[config.mk]
export PLATFORM = sky130hd
export DESIGN_NAME = tiny_alu_requester
export DESIGN_NICKNAME = d
export VERILOG_FILES = /design/src/rtl/tiny_alu_pkg.sv /design/src/rtl/tiny_alu_cmd_fifo.sv /design/src/rtl/tiny_alu_requester.sv
export SDC_FILE = /design/constraint.sdc
export NUM_CORES = 1
export LEC_CHECK = 0
export CAP_MARGIN = 20
export CORE_MARGIN = 3
export CORE_UTILIZATION = 45
export DETAILED_ROUTE_END_ITERATION = 7
export MAX_ROUTING_LAYER = met4
export PLACE_DENSITY_LB_ADDON = 0.12
export SYNTH_ARGS = -nofsm -noshare
export SYNTH_HDL_FRONTEND = slang
export SYNTH_HIERARCHICAL = 1
export SYNTH_SLANG_ARGS = --single-unit
export TNS_END_PERCENT = 50
[constraint.sdc]
create_clock -name clk_i -period 2.7 [get_ports clk_i]
set_input_delay 0.27 -clock clk_i [delete_from_list [all_inputs] [get_ports clk_i]]
set_output_delay 0.27 -clock clk_i [all_outputs]
set_load 0.02 [all_outputs]
[src/rtl/tiny_alu_pkg.sv]
// Shared opcode definitions for the tiny ALU requester and its command buffer.
package tiny_alu_pkg;

    localparam int OPCODE_BITS = 3;

    typedef enum logic [OPCODE_BITS-1:0] {
        NO_OP = 3'd0,
        ADD   = 3'd1,
        AND   = 3'd2,
        XOR   = 3'd3,
        MUL   = 3'd4
    } opcode_e;

    // NO_OP is answered locally; every other opcode is sent to the ALU.
    function automatic logic needs_alu(input opcode_e op);
        return op != NO_OP;
    endfunction

endpackage

[src/rtl/tiny_alu_cmd_fifo.sv]
// Synchronous command FIFO. Pointers carry one extra wrap bit so full and
// empty can be told apart when the index bits match.
module tiny_alu_cmd_fifo #(
    parameter int WIDTH = 19,
    parameter int DEPTH = 4
) (
    input  logic             clk_i,
    input  logic             rst_n_i,
    input  logic             push_i,
    input  logic [WIDTH-1:0] push_data_i,
    input  logic             pop_i,
    output logic [WIDTH-1:0] pop_data_o,
    output logic             full_o,
    output logic             empty_o
);

    localparam int PTR_BITS = (DEPTH > 1) ? $clog2(DEPTH) : 1;

    logic [WIDTH-1:0]  mem_q [DEPTH];
    logic [PTR_BITS:0] wr_ptr_q, wr_ptr_d;
    logic [PTR_BITS:0] rd_ptr_q, rd_ptr_d;
    logic              push_ok;
    logic              pop_ok;

    assign empty_o = (wr_ptr_q == rd_ptr_q);
    assign full_o  = (wr_ptr_q[PTR_BITS] != rd_ptr_q[PTR_BITS]) &&
                     (wr_ptr_q[PTR_BITS-1:0] == rd_ptr_q[PTR_BITS-1:0]);

    // A full buffer refuses writes even if a pop happens in the same cycle.
    assign push_ok = push_i && !full_o;
    assign pop_ok  = pop_i && !empty_o;

    assign pop_data_o = mem_q[rd_ptr_q[PTR_BITS-1:0]];

    // Next pointer values; the extra MSB makes wrap-around free.
    always_comb begin
        wr_ptr_d = wr_ptr_q;
        rd_ptr_d = rd_ptr_q;
        if (push_ok) begin
            wr_ptr_d = wr_ptr_q + 1'b1;
        end
        if (pop_ok) begin
            rd_ptr_d = rd_ptr_q + 1'b1;
        end
    end

    // Pointer registers, cleared to the empty state on reset.
    always_ff @(posedge clk_i or negedge rst_n_i) begin
        if (!rst_n_i) begin
            wr_ptr_q <= '0;
            rd_ptr_q <= '0;
        end else begin
            wr_ptr_q <= wr_ptr_d;
            rd_ptr_q <= rd_ptr_d;
        end
    end

    // Storage array; contents are meaningless while empty so no reset needed.
    always_ff @(posedge clk_i) begin
        if (push_ok) begin
            mem_q[wr_ptr_q[PTR_BITS-1:0]] <= push_data_i;
        end
    end

endmodule

[src/rtl/tiny_alu_requester.sv]
// Buffers ALU commands, issues them one at a time to an external ALU with a
// start/done handshake, and returns each result (or a timeout) in order.
//
// state   | meaning
// --------+---------------------------------------------------------------
// IDLE    | no command in flight; pops the buffer head when one is waiting
// ISSUE   | start held high with stable operands, waiting for done or expiry
// RESPOND | response presented until the consumer takes it
module tiny_alu_requester
    import tiny_alu_pkg::*;
#(
    parameter int INPUT_DATA_BITS = 8,
    parameter int CMD_FIFO_DEPTH  = 4,
    parameter int TIMEOUT_CYCLES  = 16
) (
    input  logic                         clk_i,
    input  logic                         rst_n_i,
    input  logic                         cmd_valid_i,
    output logic                         cmd_ready_o,
    input  logic [INPUT_DATA_BITS-1:0]   cmd_a_i,
    input  logic [INPUT_DATA_BITS-1:0]   cmd_b_i,
    input  logic [OPCODE_BITS-1:0]       cmd_opcode_i,
    output logic                         rsp_valid_o,
    input  logic                         rsp_ready_i,
    output logic [2*INPUT_DATA_BITS-1:0] rsp_result_o,
    output logic                         rsp_timeout_o,
    output logic [INPUT_DATA_BITS-1:0]   alu_a_o,
    output logic [INPUT_DATA_BITS-1:0]   alu_b_o,
    output logic [OPCODE_BITS-1:0]       alu_opcode_o,
    output logic                         alu_start_o,
    input  logic [2*INPUT_DATA_BITS-1:0] alu_result_i,
    input  logic                         alu_done_i,
    output logic                         busy_o
);

    localparam int W        = INPUT_DATA_BITS;
    localparam int CMD_W    = 2 * W + OPCODE_BITS;
    localparam int CNT_BITS = $clog2(TIMEOUT_CYCLES + 1);

    typedef enum logic [1:0] {
        IDLE    = 2'd0,
        ISSUE   = 2'd1,
        RESPOND = 2'd2
    } state_e;

    state_e               state_q, state_d;
    logic [CNT_BITS-1:0]  cnt_q, cnt_d;
    logic [CNT_BITS-1:0]  cnt_inc;
    logic [W-1:0]         a_q, a_d;
    logic [W-1:0]         b_q, b_d;
    opcode_e              op_q, op_d;
    logic [2*W-1:0]       result_q, result_d;
    logic                 timeout_q, timeout_d;

    logic [CMD_W-1:0]     fifo_wr_data;
    logic [CMD_W-1:0]     fifo_rd_data;
    logic                 fifo_full;
    logic                 fifo_empty;
    logic                 fifo_pop;
    logic [W-1:0]         head_a;
    logic [W-1:0]         head_b;
    opcode_e              head_op;

    assign fifo_wr_data = {cmd_opcode_i, cmd_a_i, cmd_b_i};

    tiny_alu_cmd_fifo #(
        .WIDTH (CMD_W),
        .DEPTH (CMD_FIFO_DEPTH)
    ) u_cmd_fifo (
        .clk_i       (clk_i),
        .rst_n_i     (rst_n_i),
        .push_i      (cmd_valid_i),
        .push_data_i (fifo_wr_data),
        .pop_i       (fifo_pop),
        .pop_data_o  (fifo_rd_data),
        .full_o      (fifo_full),
        .empty_o     (fifo_empty)
    );

    assign head_b  = fifo_rd_data[W-1:0];
    assign head_a  = fifo_rd_data[2*W-1:W];
    assign head_op = opcode_e'(fifo_rd_data[CMD_W-1:2*W]);

    assign cnt_inc = cnt_q + 1'b1;

    // Next-state logic: pop in IDLE, wait for done or expiry in ISSUE,
    // hold the response in RESPOND until it is consumed.
    always_comb begin
        state_d   = state_q;
        cnt_d     = cnt_q;
        a_d       = a_q;
        b_d       = b_q;
        op_d      = op_q;
        result_d  = result_q;
        timeout_d = timeout_q;
        fifo_pop  = 1'b0;

        unique case (state_q)
            IDLE: begin
                if (!fifo_empty) begin
                    fifo_pop = 1'b1;
                    a_d      = head_a;
                    b_d      = head_b;
                    op_d     = head_op;
                    cnt_d    = '0;
                    if (needs_alu(head_op)) begin
                        state_d = ISSUE;
                    end else begin
                        result_d  = '0;
                        timeout_d = 1'b0;
                        state_d   = RESPOND;
                    end
                end
            end
            ISSUE: begin
                // done takes priority over an expiry in the same cycle
                if (alu_done_i) begin
                    result_d  = alu_result_i;
                    timeout_d = 1'b0;
                    cnt_d     = '0;
                    state_d   = RESPOND;
                end else if (cnt_inc == CNT_BITS'(TIMEOUT_CYCLES)) begin
                    result_d  = '0;
                    timeout_d = 1'b1;
                    cnt_d     = '0;
                    state_d   = RESPOND;
                end else begin
                    cnt_d = cnt_inc;
                end
            end
            RESPOND: begin
                if (rsp_ready_i) begin
                    state_d = IDLE;
                end
            end
            default: begin
                state_d = IDLE;
            end
        endcase
    end

    // State, counter, operand and response registers.
    always_ff @(posedge clk_i or negedge rst_n_i) begin
        if (!rst_n_i) begin
            state_q   <= IDLE;
            cnt_q     <= '0;
            a_q       <= '0;
            b_q       <= '0;
            op_q      <= NO_OP;
            result_q  <= '0;
            timeout_q <= 1'b0;
        end else begin
            state_q   <= state_d;
            cnt_q     <= cnt_d;
            a_q       <= a_d;
            b_q       <= b_d;
            op_q      <= op_d;
            result_q  <= result_d;
            timeout_q <= timeout_d;
        end
    end

    assign cmd_ready_o   = !fifo_full;
    assign alu_start_o   = (state_q == ISSUE);
    assign alu_a_o       = a_q;
    assign alu_b_o       = b_q;
    assign alu_opcode_o  = op_q;
    assign rsp_valid_o   = (state_q == RESPOND);
    assign rsp_result_o  = result_q;
    assign rsp_timeout_o = timeout_q;
    assign busy_o        = (state_q != IDLE) || !fifo_empty;

endmodule

==> metrics.cfg <==
[cells_and_area]
drive_gt1_share_pct = 23.80
antennaDiodeCount = 0
fin_nets = 450
syn2layout_area_growth_pct = 30.37
design_area_mm2 = 0.006693

[detailed_routing]
drtAntennaViolNets = 0
wl_per_cell_um = 17.73
via_count = 2965
wl_um = 9858
via_per_inst = 5.333
drtIter0Drc = 167
route.detailed.drc = 0
dr.pass1.iters = 4

[hold_path]
hold_depth = 3
hp-start = rsp_ready_i
min_to = state_q[1]$_DFFE_PN0P_
hp-class = primary input to flip-flop

[timing]
fmax_mhz = 400.1
rsz0062_at_grt = false
setup_viol = 0
tns_ns = 0
finalMaxSlewViolations = 0
tightest_slew_ns = 1.066
period_needed_ns = 2.500
slew_headroom_pct = 28.94
skew_ns = 0.008586
setup_ws_ns = 0.2004
fin_crit_sh_pct = 92.58
hold_viol = 0

[setup_path]
r2r_end = rsp_result_o[10]$_DFFE_PN0P_
cp_max_fo = 11
critPathKind = flip-flop to output port
r2r_start = u_cmd_fifo/rd_ptr_q[0]$_DFFE_PN0P_
crit_arrival_ns = 2.23
end_kind = output port
regToRegSetupSlack_ns = 0.35
required_ns = 2.43
ff2ff_path_depth = 5
start_kind = flip-flop

[power_and_ir_drop]
p_per_area_mw_per_mm2 = 1232
power.leakage_nw = 2.487
vdd_drop_max_mv = 0.6438

[floorplan]
io_pins = 80
die_w_um = 112.8
core-area_mm2 = 0.01098
start_util_pct = 46.74
die_area_mm2 = 0.01273
placementRows = 38
die_h_um = 112.8

[clock_network]
cts_tree = yes
cts_sinks = 125
cts_max_level = 4
clockBufferDepth = 2
clk_latency_ns = 0.41
cts_setup_buffers = 0
cts_inserted_buffers = 17
clk_pin_slew_ns = 0.05
root_buffer = clkbuf_16

[global_routing]
grtUsageTotal_pct = 17.05
antenna_found_initial = 0
gr-total-overflow = 0
grt_max_degree = 34
grt_pass1_wl_um = 15920
grt_pass1_vias = 3021

[logic_synthesis]
synth_top_area_share_pct = 44.46
syn_inst = 308
yosys-top-cells-count = edfxtp_1, dfrtp_1, inv_1, mux2_2, o21ai_0
syn_nets = 354
synth_seq_cells = 125
synth_area_leaders = edfxtp_1, dfrtp_1, mux4_2
syn_area_mm2 = 0.005134
ys_seq_area_share_pct = 68.34
synth_edf_count = 76
async_flop_share_pct = 39.20
yosys_warnings = 6
synth.largest_area_cell = edfxtp_1
synth_flop_cell = edfxtp_1
yosysMostFrequentCell = edfxtp_1
yosysUniqueCellTypes = 46
postSynthAreaPerCell_um2 = 16.67

[placement]
pre_cts_ws_ns = 0.2419
port_buffers = 79
dp_hpwl_um = 6220
dpl-instance-area_mm2 = 0.006083
place.gp.congestion = 0.7553

[run_status]
status = completed

[job]
maxCapViolCount = 0

-- stage by stage --
| stage | utilization [%] | power [mW] | cells | hold WS, ns |
|---|---|---|---|---|
| detailed placement | 55.39 | 6.137 | 522 | 0.3987 |
| global placement | 55.39 | 6.078 | 522 | 0.3908 |
| finish | 60.94 | 8.249 | 556 | 0.4825 |
| CTS | 60.62 | 8.314 | 554 | 0.4692 |
| floorplan | - | 5.021 | 308 | -0.02559 |
| global route | 60.94 | 8.706 | 556 | 0.4924 |
-- cells in the final DEF (no fill, tap or decap), drive strengths merged, types with 3 or more instances in the layout --
cell           synthesis  final
a21oi                  5      5
a22oi                 16     16
and3                   3      3
buf                   12     11
clkbuf                 1     18
clkdlybuf4s50          0     78
clkinv                 0      8
clkinvlp               0      3
dfrtp                 49     49
edfxtp                76     76
ha                     6      6
inv                   23     23
mux2                  20     20
mux4                  19     19
nand2                  8      8
nand2b                 3      3
nor2                   3      3
nor3                   7      7
o21ai                 22     22
o31ai                  5      5
xnor2                  5      5
xor2                   4      4
-- repair_timing --
item	4_1_cts	5_1_grt
gates resized for setup	0	1
setup endpoints to repair	0	13
hold buffers	1	0
hold endpoints to repair	31	0
-- metal layers --
metal / global-route usage (%) / wire length (um) / vias to the layer above
met5: - / 0 / -
met4: 7.692 / 195 / 0
met3: 4.599 / 516 / 19
met2: 25.91 / 4743 / 87
met1: 21.63 / 4402 / 1493
li1: - / - / 1366
-- worst max-delay path by stage --
| stage | startpoint | end |
|---|---|---|
| floorplan | u_cmd_fifo/rd_ptr_q[0]$_DFFE_PN0P_ | rsp_result_o[10]$_DFFE_PN0P_ |
| global placement | u_cmd_fifo/rd_ptr_q[0]$_DFFE_PN0P_ | rsp_timeout_o$_DFFE_PN0P_ |
| detailed placement | u_cmd_fifo/rd_ptr_q[0]$_DFFE_PN0P_ | rsp_timeout_o$_DFFE_PN0P_ |
| CTS | u_cmd_fifo/rd_ptr_q[0]$_DFFE_PN0P_ | busy_o |
| global route | u_cmd_fifo/rd_ptr_q[0]$_DFFE_PN0P_ | busy_o |
| finish | u_cmd_fifo/rd_ptr_q[0]$_DFFE_PN0P_ | busy_o |
-- state kept, by name (all words and copies together) (netlist names) --
name	count
alu_a_o	8
alu_b_o	8
u_cmd_fifo/wr_ptr_q	3
rsp_result_o	16
state_q	2
u_cmd_fifo/rd_ptr_q	3
cnt_q	5
rsp_timeout_o	1
u_cmd_fifo/mem_q	76
alu_opcode_o	3
-- layout make-up --
class	count	area, um^2
clock inverter	13	125.1
timing repair buffer	90	885.9
fill	841	4290
tap	140	175.2
inverter	23	86.33
sequential	125	3510
multi-input combinational	147	1471
clock buffer	18	439.2
-- cells by family (layout without fill, tap and decap cells) --
logic type      count (synthesis)  in the layout  synth area share (%)
xor+xnor                        9              9                 1.974
compound gates                 62             62                 8.823
fa+ha+maj                       6              6                 1.462
buf+inv                        36            144                 3.193
simple gates                   31             31                 3.486
mux                            39             39                 12.72
flops                         125            125                 68.34
-- critical path, stage by stage (launching register included) --
cell             delay [ns]
dfrtp_2                0.61
xor2_2                 0.38
nor3_2                 0.12
nand2_1                0.09
clkdlybuf4s50_1        0.62
-- report_power, final --
group	internal [mW]	leakage, nW	switching [mW]
clock network	1.36	0.275	0.774
logic	1.54	0.908	1.59
registers	2.63	1.30	0.356
total	5.53	2.49	2.72
Note: power is estimated with default switching activity, not from simulation.
